===== config.mk =====
export PLATFORM = sky130hd
export DESIGN_NAME = mole_judge
export DESIGN_NICKNAME = d
export VERILOG_FILES = /design/src/rtl/mole_judge.sv
export SDC_FILE = /design/constraint.sdc
export NUM_CORES = 1
export LEC_CHECK = 0
export BUFFER_PORTS_ARGS = -buffer_cell sky130_fd_sc_hd__clkbuf_2
export CAP_MARGIN = 15
export CELL_PAD_IN_SITES_DETAIL_PLACEMENT = 0
export CELL_PAD_IN_SITES_GLOBAL_PLACEMENT = 1
export CORE_UTILIZATION = 45
export DETAILED_ROUTE_END_ITERATION = 8
export HOLD_SLACK_MARGIN = 0.15
export PLACE_DENSITY_LB_ADDON = 0.1
export SYNTH_ARGS = -nofsm -noshare
export SYNTH_HDL_FRONTEND = slang
export SYNTH_SLANG_ARGS = --single-unit

===== constraint.sdc =====
create_clock -name i_clk -period 2.65 [get_ports i_clk]
set_clock_uncertainty 0.2 [all_clocks]
set_input_delay 0.53 -clock i_clk [delete_from_list [all_inputs] [get_ports i_clk]]
set_output_delay 0.53 -clock i_clk [all_outputs]
set_load 0.005 [all_outputs]

===== src/rtl/mole_judge.sv =====
// Whack-a-mole game core: spawns moles at LFSR-chosen holes, times each one,
// and judges debounced presses into registered one-cycle verdict pulses.
module mole_judge #(
    parameter int          MOLE_TIMEOUT    = 100000000,
    parameter int          COOLDOWN_CYCLES = 50000000,
    parameter logic [7:0]  LFSR_SEED       = 8'hA5
) (
    input  logic       i_clk,
    input  logic       i_rst,
    input  logic       i_start,
    input  logic       i_btn_valid,
    input  logic [2:0] i_btn_index,
    output logic [2:0] o_mole_position,
    output logic [2:0] o_user_guess,
    output logic       o_user_right,
    output logic       o_user_wrong,
    output logic       o_miss,
    output logic       o_mole_active
);

    localparam int CNT_MAX = (MOLE_TIMEOUT > COOLDOWN_CYCLES) ? MOLE_TIMEOUT : COOLDOWN_CYCLES;
    localparam int CW      = (CNT_MAX > 1) ? $clog2(CNT_MAX + 1) : 1;
    localparam logic [CW-1:0] UP_LAST = CW'(MOLE_TIMEOUT - 1);
    localparam logic [CW-1:0] CD_LAST = CW'(COOLDOWN_CYCLES - 1);
    // An all-zero seed would lock the LFSR, so it is replaced by 1.
    localparam logic [7:0] SEED = (LFSR_SEED == 8'h00) ? 8'h01 : LFSR_SEED;

    typedef enum logic [1:0] {
        ST_IDLE,
        ST_SPAWN,
        ST_UP,
        ST_COOLDOWN
    } state_t;

    state_t        state_q, state_d;
    logic [7:0]    lfsr_q, lfsr_d;
    logic [CW-1:0] cnt_q, cnt_d;
    logic [2:0]    pos_q, pos_d;
    logic [2:0]    guess_q, guess_d;
    logic          right_q, right_d;
    logic          wrong_q, wrong_d;
    logic          miss_q, miss_d;
    logic          active_q, active_d;
    logic [2:0]    cand;

    always_comb begin
        state_d  = state_q;
        lfsr_d   = {lfsr_q[6:0], lfsr_q[7] ^ lfsr_q[5] ^ lfsr_q[4] ^ lfsr_q[3]};
        cnt_d    = cnt_q;
        pos_d    = pos_q;
        guess_d  = guess_q;
        right_d  = 1'b0;
        wrong_d  = 1'b0;
        miss_d   = 1'b0;
        active_d = 1'b0;
        // Never respawn in the same hole; 3-bit add wraps 7 to 0.
        cand     = lfsr_q[2:0];
        if (cand == pos_q) begin
            cand = cand + 3'd1;
        end

        if (!i_start) begin
            state_d = ST_IDLE;
        end else begin
            case (state_q)
                ST_IDLE: begin
                    state_d = ST_SPAWN;
                end
                ST_SPAWN: begin
                    pos_d    = cand;
                    cnt_d    = '0;
                    active_d = 1'b1;
                    state_d  = ST_UP;
                end
                ST_UP: begin
                    if (i_btn_valid) begin
                        guess_d = i_btn_index;
                        right_d = (i_btn_index == pos_q);
                        wrong_d = (i_btn_index != pos_q);
                        cnt_d   = '0;
                        state_d = ST_COOLDOWN;
                    end else if (cnt_q == UP_LAST) begin
                        wrong_d = 1'b1;
                        miss_d  = 1'b1;
                        cnt_d   = '0;
                        state_d = ST_COOLDOWN;
                    end else begin
                        cnt_d    = cnt_q + CW'(1);
                        active_d = 1'b1;
                    end
                end
                ST_COOLDOWN: begin
                    if (cnt_q == CD_LAST) begin
                        cnt_d   = '0;
                        state_d = ST_SPAWN;
                    end else begin
                        cnt_d = cnt_q + CW'(1);
                    end
                end
                default: begin
                    state_d = ST_IDLE;
                end
            endcase
        end
    end

    always_ff @(posedge i_clk or posedge i_rst) begin
        if (i_rst) begin
            state_q  <= ST_IDLE;
            lfsr_q   <= SEED;
            cnt_q    <= '0;
            pos_q    <= 3'd0;
            guess_q  <= 3'd0;
            right_q  <= 1'b0;
            wrong_q  <= 1'b0;
            miss_q   <= 1'b0;
            active_q <= 1'b0;
        end else begin
            state_q  <= state_d;
            lfsr_q   <= lfsr_d;
            cnt_q    <= cnt_d;
            pos_q    <= pos_d;
            guess_q  <= guess_d;
            right_q  <= right_d;
            wrong_q  <= wrong_d;
            miss_q   <= miss_d;
            active_q <= active_d;
        end
    end

    assign o_mole_position = pos_q;
    assign o_user_guess    = guess_q;
    assign o_user_right    = right_q;
    assign o_user_wrong    = wrong_q;
    assign o_miss          = miss_q;
    assign o_mole_active   = active_q;

endmodule

==> results.yml, run 1 <==
place:
  gp_congestion: 0.881
  hpwl_mm: 4.62
  pre_cts_slack_ns: 0.208
  placed_area_um2: 2870
  numPortBuffers: 16
power_and_ir_drop:
  p_leak_nw: 1.25
  peakVddDrop_mv: 0.329
  power_density_nw_per_um2: 607
  total_power_mw: 1.81
synth:
  synth_area_leaders: "dfrtp_1 41%, nand2_1 4.9%, dfstp_2 4.0%"
  syn_nets: 290
  synthTopCellsByCount: "43 x dfrtp_1, 34 x nand2_1, 22 x nor2_1"
  ys_warn_count: 0
  synth_seq_cells: 47
  yosysMostFrequentCell: "dfrtp_1"
  yosysTopAreaCell: "dfrtp_1"
  synth_cells: 276
  synth-main-ff-cell: "dfrtp_1"
  synth_top_area_frac: 0.410
  synthArstFlopShare: 1.00
  seq_area_frac_synth: 0.450
  ys_types: 53
  avgSynthCellArea_um2: 9.51
  synth_edf_count: 0
  netlist_area_um2: 2630
drt:
  post_drt_wl_per_cell_um: 16.5
  drt_iter0_drc: 137
  ant_nets: 0
  viasPerCell: 5.77
  via_count: 2180
  totalWireLength_mm: 6.25
  drc: 0
  drt-pass1-iter-count: 4
setup_path:
  cpMaxStageDelayCell: "or4b_2"
  slowest_delay_ns: 0.65
  crit_arrival_ns: 2.45
  end_kind: "register"
  path_max_fanout: 7
  startpoint_type: "register"
  critPathKind: "reg2reg"
  required_ns: 2.60
  crit_cells: 6
  reg2regPathDepth: 6
  path_buf_inv: 1
  path_delay_family: "simple AND/OR/NAND/NOR gates"
  cp_cell_sequence: "or4b_2 > nor3_1 > a21oi_2 > buf_4 > nor2_8 > o221ai_1"
clock_tree:
  cts_buffers: 5
  clk_path_buf_depth: 2
  cts.reportedPaths.clkPinSlew_ns: 0.09
  clk_latency_ns: 0.31
  post_cts_buffers: 0
  root_buffer: "clkbuf_8"
  h-tree-depth: 2
  clock_sinks: 47
  cts_tree: "done"
run_status:
  status: "finished, final reports clean"
timing:
  setup_viol: 0
  max_slew_margin: 0.573
  max_freq_mhz: 400
  min_period_over_period: 0.943
  fin_crit_ns: 2.50
  tightest_slew_ns: 0.640
  maxSlewViolCount: 0
  fin_tns_setup_ns: 0
  rsz0062_at_grt: "false"
  setup_slack_ns: 0.151
  hold_viol_final: 0
global_routing:
  antenna_found_initial: 0
  grt_pass1_vias: 2075
  grt_pass1_wl_mm: 10.6
  grt-ovfl-total: 0
  grtUsageTotal: 0.225
  grt_start_max_net_pins: 33
worst_hold_path:
  min_path_cells: 0
  min_path_type: "reg2reg"
die:
  initial_core_util: 0.471
  fp.dieW_um: 78.4
  die_h_um: 78.4
  coreArea_um2: 5570
  dieArea_um2: 6140
  num_rows: 27
  ios: 17
layout:
  antenna_cells: 0
  drive_gt1_frac: 0.190
  nNetsFinal: 319
  area_growth_pct: 13.6
  design_area_um2: 2980
job:
  drv_cap: 0
[logic make-up after synthesis]
family,after synthesis,synth area share
AO/OA/AOI/OAI,43,0.110
XOR/XNOR,20,0.0667
adder cells (fa/ha/maj),7,0.0334
buffers and inverters,22,0.0405
flip-flops,47,0.450
multiplexers,5,0.0205
AND/OR/NAND/NOR,132,0.279
[metal layers]
layer,vias up,part of all wire,global-route usage
met5,-,0,0
met4,0,0.020,0.0759
met3,18,0.052,0.0442
met2,62,0.46,0.341
met1,1045,0.47,0.320
li1,1055,-,-
[cells in the final DEF (no fill, tap or decap), types with 7 or more instances in the layout]
cell and instances:
nand3_1 14, nor3_1 8, o21ai_0 13, nand2_1 34, ha_1 7, xor2_1 11, xnor2_1 9, clkbuf_2 16
dfrtp_1 43, nand4_1 12, inv_1 9, nor2_1 22, buf_4 16
[cell type report]
cell class                 count  area [µm²]
clock buffer                   7        76.3
timing repair buffer          34         230
multi-input combinational    207        1340
inverter                      10        37.5
fill                         526        2590
sequential                    47        1180
clock inverter                 1        30.0
tap                           72        90.1
[worst paths after layout]
kind,startpoint,to,slack (ns)
max,cnt_q[19],cnt_q[12],0.15
min,lfsr_q[6],lfsr_q[7],0.17
max reg2reg,cnt_q[19],cnt_q[12],0.15
min reg2reg,lfsr_q[6],lfsr_q[7],0.17
max in group asynchronous,i_rst,cnt_q[6],0.99
min in group asynchronous,i_rst,cnt_q[22],0.63
[power breakdown]
group | switching [mW] | internal, mW | total (mW)
combinational | 0.277 | 0.188 | 0.465
sequential | 0.0454 | 0.772 | 0.818
clock | 0.244 | 0.283 | 0.527
total | 0.567 | 1.24 | 1.81
[flip-flops by register name, indices dropped and copies added, names as in the netlist]
signal           flops
cnt_q               27
lfsr_q               8
o_miss               1
o_mole_active        1
o_mole_position      3
o_user_guess         3
o_user_right         1
o_user_wrong         1
state_q              2
[stage by stage]
step | instances | hold WS [ns] | utilization
2_1_floorplan | 276 | 0.133 | -
3_3_place_gp | 369 | 0.134 | 0.514
3_5_place_dp | 369 | 0.141 | 0.514
4_1_cts | 378 | 0.169 | 0.535
5_1_grt | 378 | 0.178 | 0.535
6_report | 378 | 0.166 | 0.535
[what timing repair did]
| action | CTS | global route |
|---|---|---|
| hold buffers | 1 | 0 |
| gates resized for setup | 0 | 0 |
| hold endpoints to repair | 26 | 0 |
| endpoints found under the setup margin | 0 | 0 |
Note: power is estimated with default switching activity, not from simulation.
==> run 2: changes to the inputs <==
--- a/config.mk
+++ b/config.mk
@@ -8,8 +8,8 @@
 export BUFFER_PORTS_ARGS = -buffer_cell sky130_fd_sc_hd__clkbuf_2
 export CAP_MARGIN = 15
 export CELL_PAD_IN_SITES_DETAIL_PLACEMENT = 0
-export CELL_PAD_IN_SITES_GLOBAL_PLACEMENT = 1
-export CORE_UTILIZATION = 45
+export CELL_PAD_IN_SITES_GLOBAL_PLACEMENT = 2
+export CORE_UTILIZATION = 38
 export DETAILED_ROUTE_END_ITERATION = 8
 export HOLD_SLACK_MARGIN = 0.15
 export PLACE_DENSITY_LB_ADDON = 0.1
==> run 2 against run 1 <==
Effect of this change: combinational power is 3% lower; critical path depth decreased by 1; fmax grew 1.7%; highest routed layer unchanged; largest cell class unchanged; clock-buffer cell count down 2; register-to-register slack gained 0.04 ns; clock power fell by 17%; first-iteration DRC count down 7.3%; worst setup slack gained 0.042 ns.
==> results.yml, run 2 (synthesized netlist as in run 1, its figures left out) <==
run_status:
  status: "finished, final reports clean"
timing:
  maxSlewViolCount: 0
  min_period_over_period: 0.927
  setup_viol: 0
  setup_slack_ns: 0.193
  fin_tns_setup_ns: 0
  max_slew_margin: 0.597
  holdWs_ns: 0.163
  rsz0062_at_grt: "false"
  fin_crit_ns: 2.46
  max_freq_mhz: 407
  hold_viol_final: 0
  tightest_slew_ns: 0.599
setup_path:
  critPathKind: "reg2reg"
  slowest_delay_ns: 0.64
  ff2ff_setup_slack_ns: 0.19
  path_max_fanout: 7
  cpMaxStageDelayCell: "or4b_2"
  cp_cell_sequence: "or4b_2 > nor3_1 > a21oi_2 > buf_4 > o311a_1"
  r2r-start: "cnt_q[19]"
  crit_arrival_ns: 2.45
  path_delay_family: "simple AND/OR/NAND/NOR gates"
  rr_endpoint: "state_q[0]"
  startpoint_type: "register"
  reg2regPathDepth: 5
  path_buf_inv: 1
  required_ns: 2.65
  end_kind: "register"
drt:
  drt-pass1-iter-count: 4
  viasPerCell: 5.65
  post_drt_wl_per_cell_um: 16.9
  drc: 0
  via_count: 2163
  wl_met2_mm: 2.92
  met1Wirelength_mm: 3.20
  drt_iter0_drc: 127
  ant_nets: 0
  totalWireLength_mm: 6.49
  wl_met3_um: 272
  top_layer_used: "met4"
clock_tree:
  h-tree-depth: 2
  cts_resized: 0
  cts.reportedPaths.clkPinSlew_ns: 0.09
  clk_latency_ns: 0.30
  clk_path_buf_depth: 2
  clock_sinks: 47
  cts_tree: "done"
  cts_buffers: 5
  root_buffer: "clkbuf_8"
layout:
  final_common_cell: "dfrtp_1"
  design_area_um2: 2960
  nNetsFinal: 319
  post-route-util: 0.456
  n_fill_cell: 642
  multi_input_area_um2: 1340
  fin_cells: 383
  final_cell_mix: "43 x dfrtp_1, 34 x nand2_1, 22 x nor2_1"
  largest_register_ffs: 27
  drive_gt1_frac: 0.196
  seqCellArea_um2: 1180
  area_growth_pct: 12.7
  largest_register: "cnt_q"
  antenna_cells: 0
  biggestRegsByFlops: "cnt_q x27, lfsr_q x8"
power_and_ir_drop:
  peakVddDrop_mv: 0.193
  total_power_mw: 1.71
  p_leak_nw: 1.24
  power_density_nw_per_um2: 577
global_routing:
  grt-ovfl-total: 0
  grtUsageTotal: 0.192
  grt_pass1_wl_mm: 10.8
  grt_start_max_net_pins: 29
  grt_pass1_vias: 2046
  antenna_found_initial: 0
die:
  fp.dieW_um: 85.1
  dieArea_um2: 7240
  coreArea_um2: 6490
  ios: 17
  die_h_um: 85.1
  num_rows: 29
  initial_core_util: 0.404
place:
  gp_congestion: 0.844
  placed_area_um2: 2860
  placed_cells: 374
  pre_cts_slack_ns: 0.218
  hpwl_mm: 4.75
  numPortBuffers: 16
worst_hold_path:
  min_path_cells: 0
  min_path_type: "reg2reg"
  holdCritStartpoint: "lfsr_q[6]"
  holdPathEnd: "lfsr_q[7]"
job:
  drv_cap: 0
==> run 2: final cells by class <==
type | count | area share
clock buffer | 5 | 0.0233
tap | 77 | 0.0326
clock inverter | 3 | 0.00677
timing repair buffer | 34 | 0.0736
sequential | 47 | 0.399
inverter | 10 | 0.0127
multi-input combinational | 207 | 0.452
==> run 2: worst max-delay path by stage <==
stage | cells past startpoint | start | endpoint | slack, ns
floorplan | 6 | cnt_q[8] | state_q[0] | 0.35
global placement | 5 | cnt_q[19] | state_q[0] | 0.20
detailed placement | 5 | cnt_q[19] | state_q[0] | 0.22
CTS | 5 | cnt_q[19] | state_q[0] | 0.20
global route | 7 | cnt_q[1] | cnt_q[15] | 0.02
finish | 5 | cnt_q[19] | state_q[0] | 0.19
==> run 2: worst register-to-register path, cell delays in order (launching register included) <==
cell	delay, ns
dfrtp_1	0.45
or4b_2	0.64
nor3_1	0.31
a21oi_2	0.20
buf_4	0.22
o311a_1	0.33
==> run 2: timing repair <==
item,CTS,global route
hold buffers,1,0
buffers inserted,0,0
endpoints found under the setup margin,0,0
hold endpoints to repair,22,0
==> run 2: layer usage <==
metal	GRT usage	vias up
li1	-	1057
met1	0.277	1042
met2	0.296	54
met3	0.0321	10
met4	0.0586	0
met5	0	-
==> run 2: power by group <==
group	switching [mW]	internal [mW]
Combinational	0.274	0.177
Clock	0.255	0.184
Sequential	0.0450	0.772
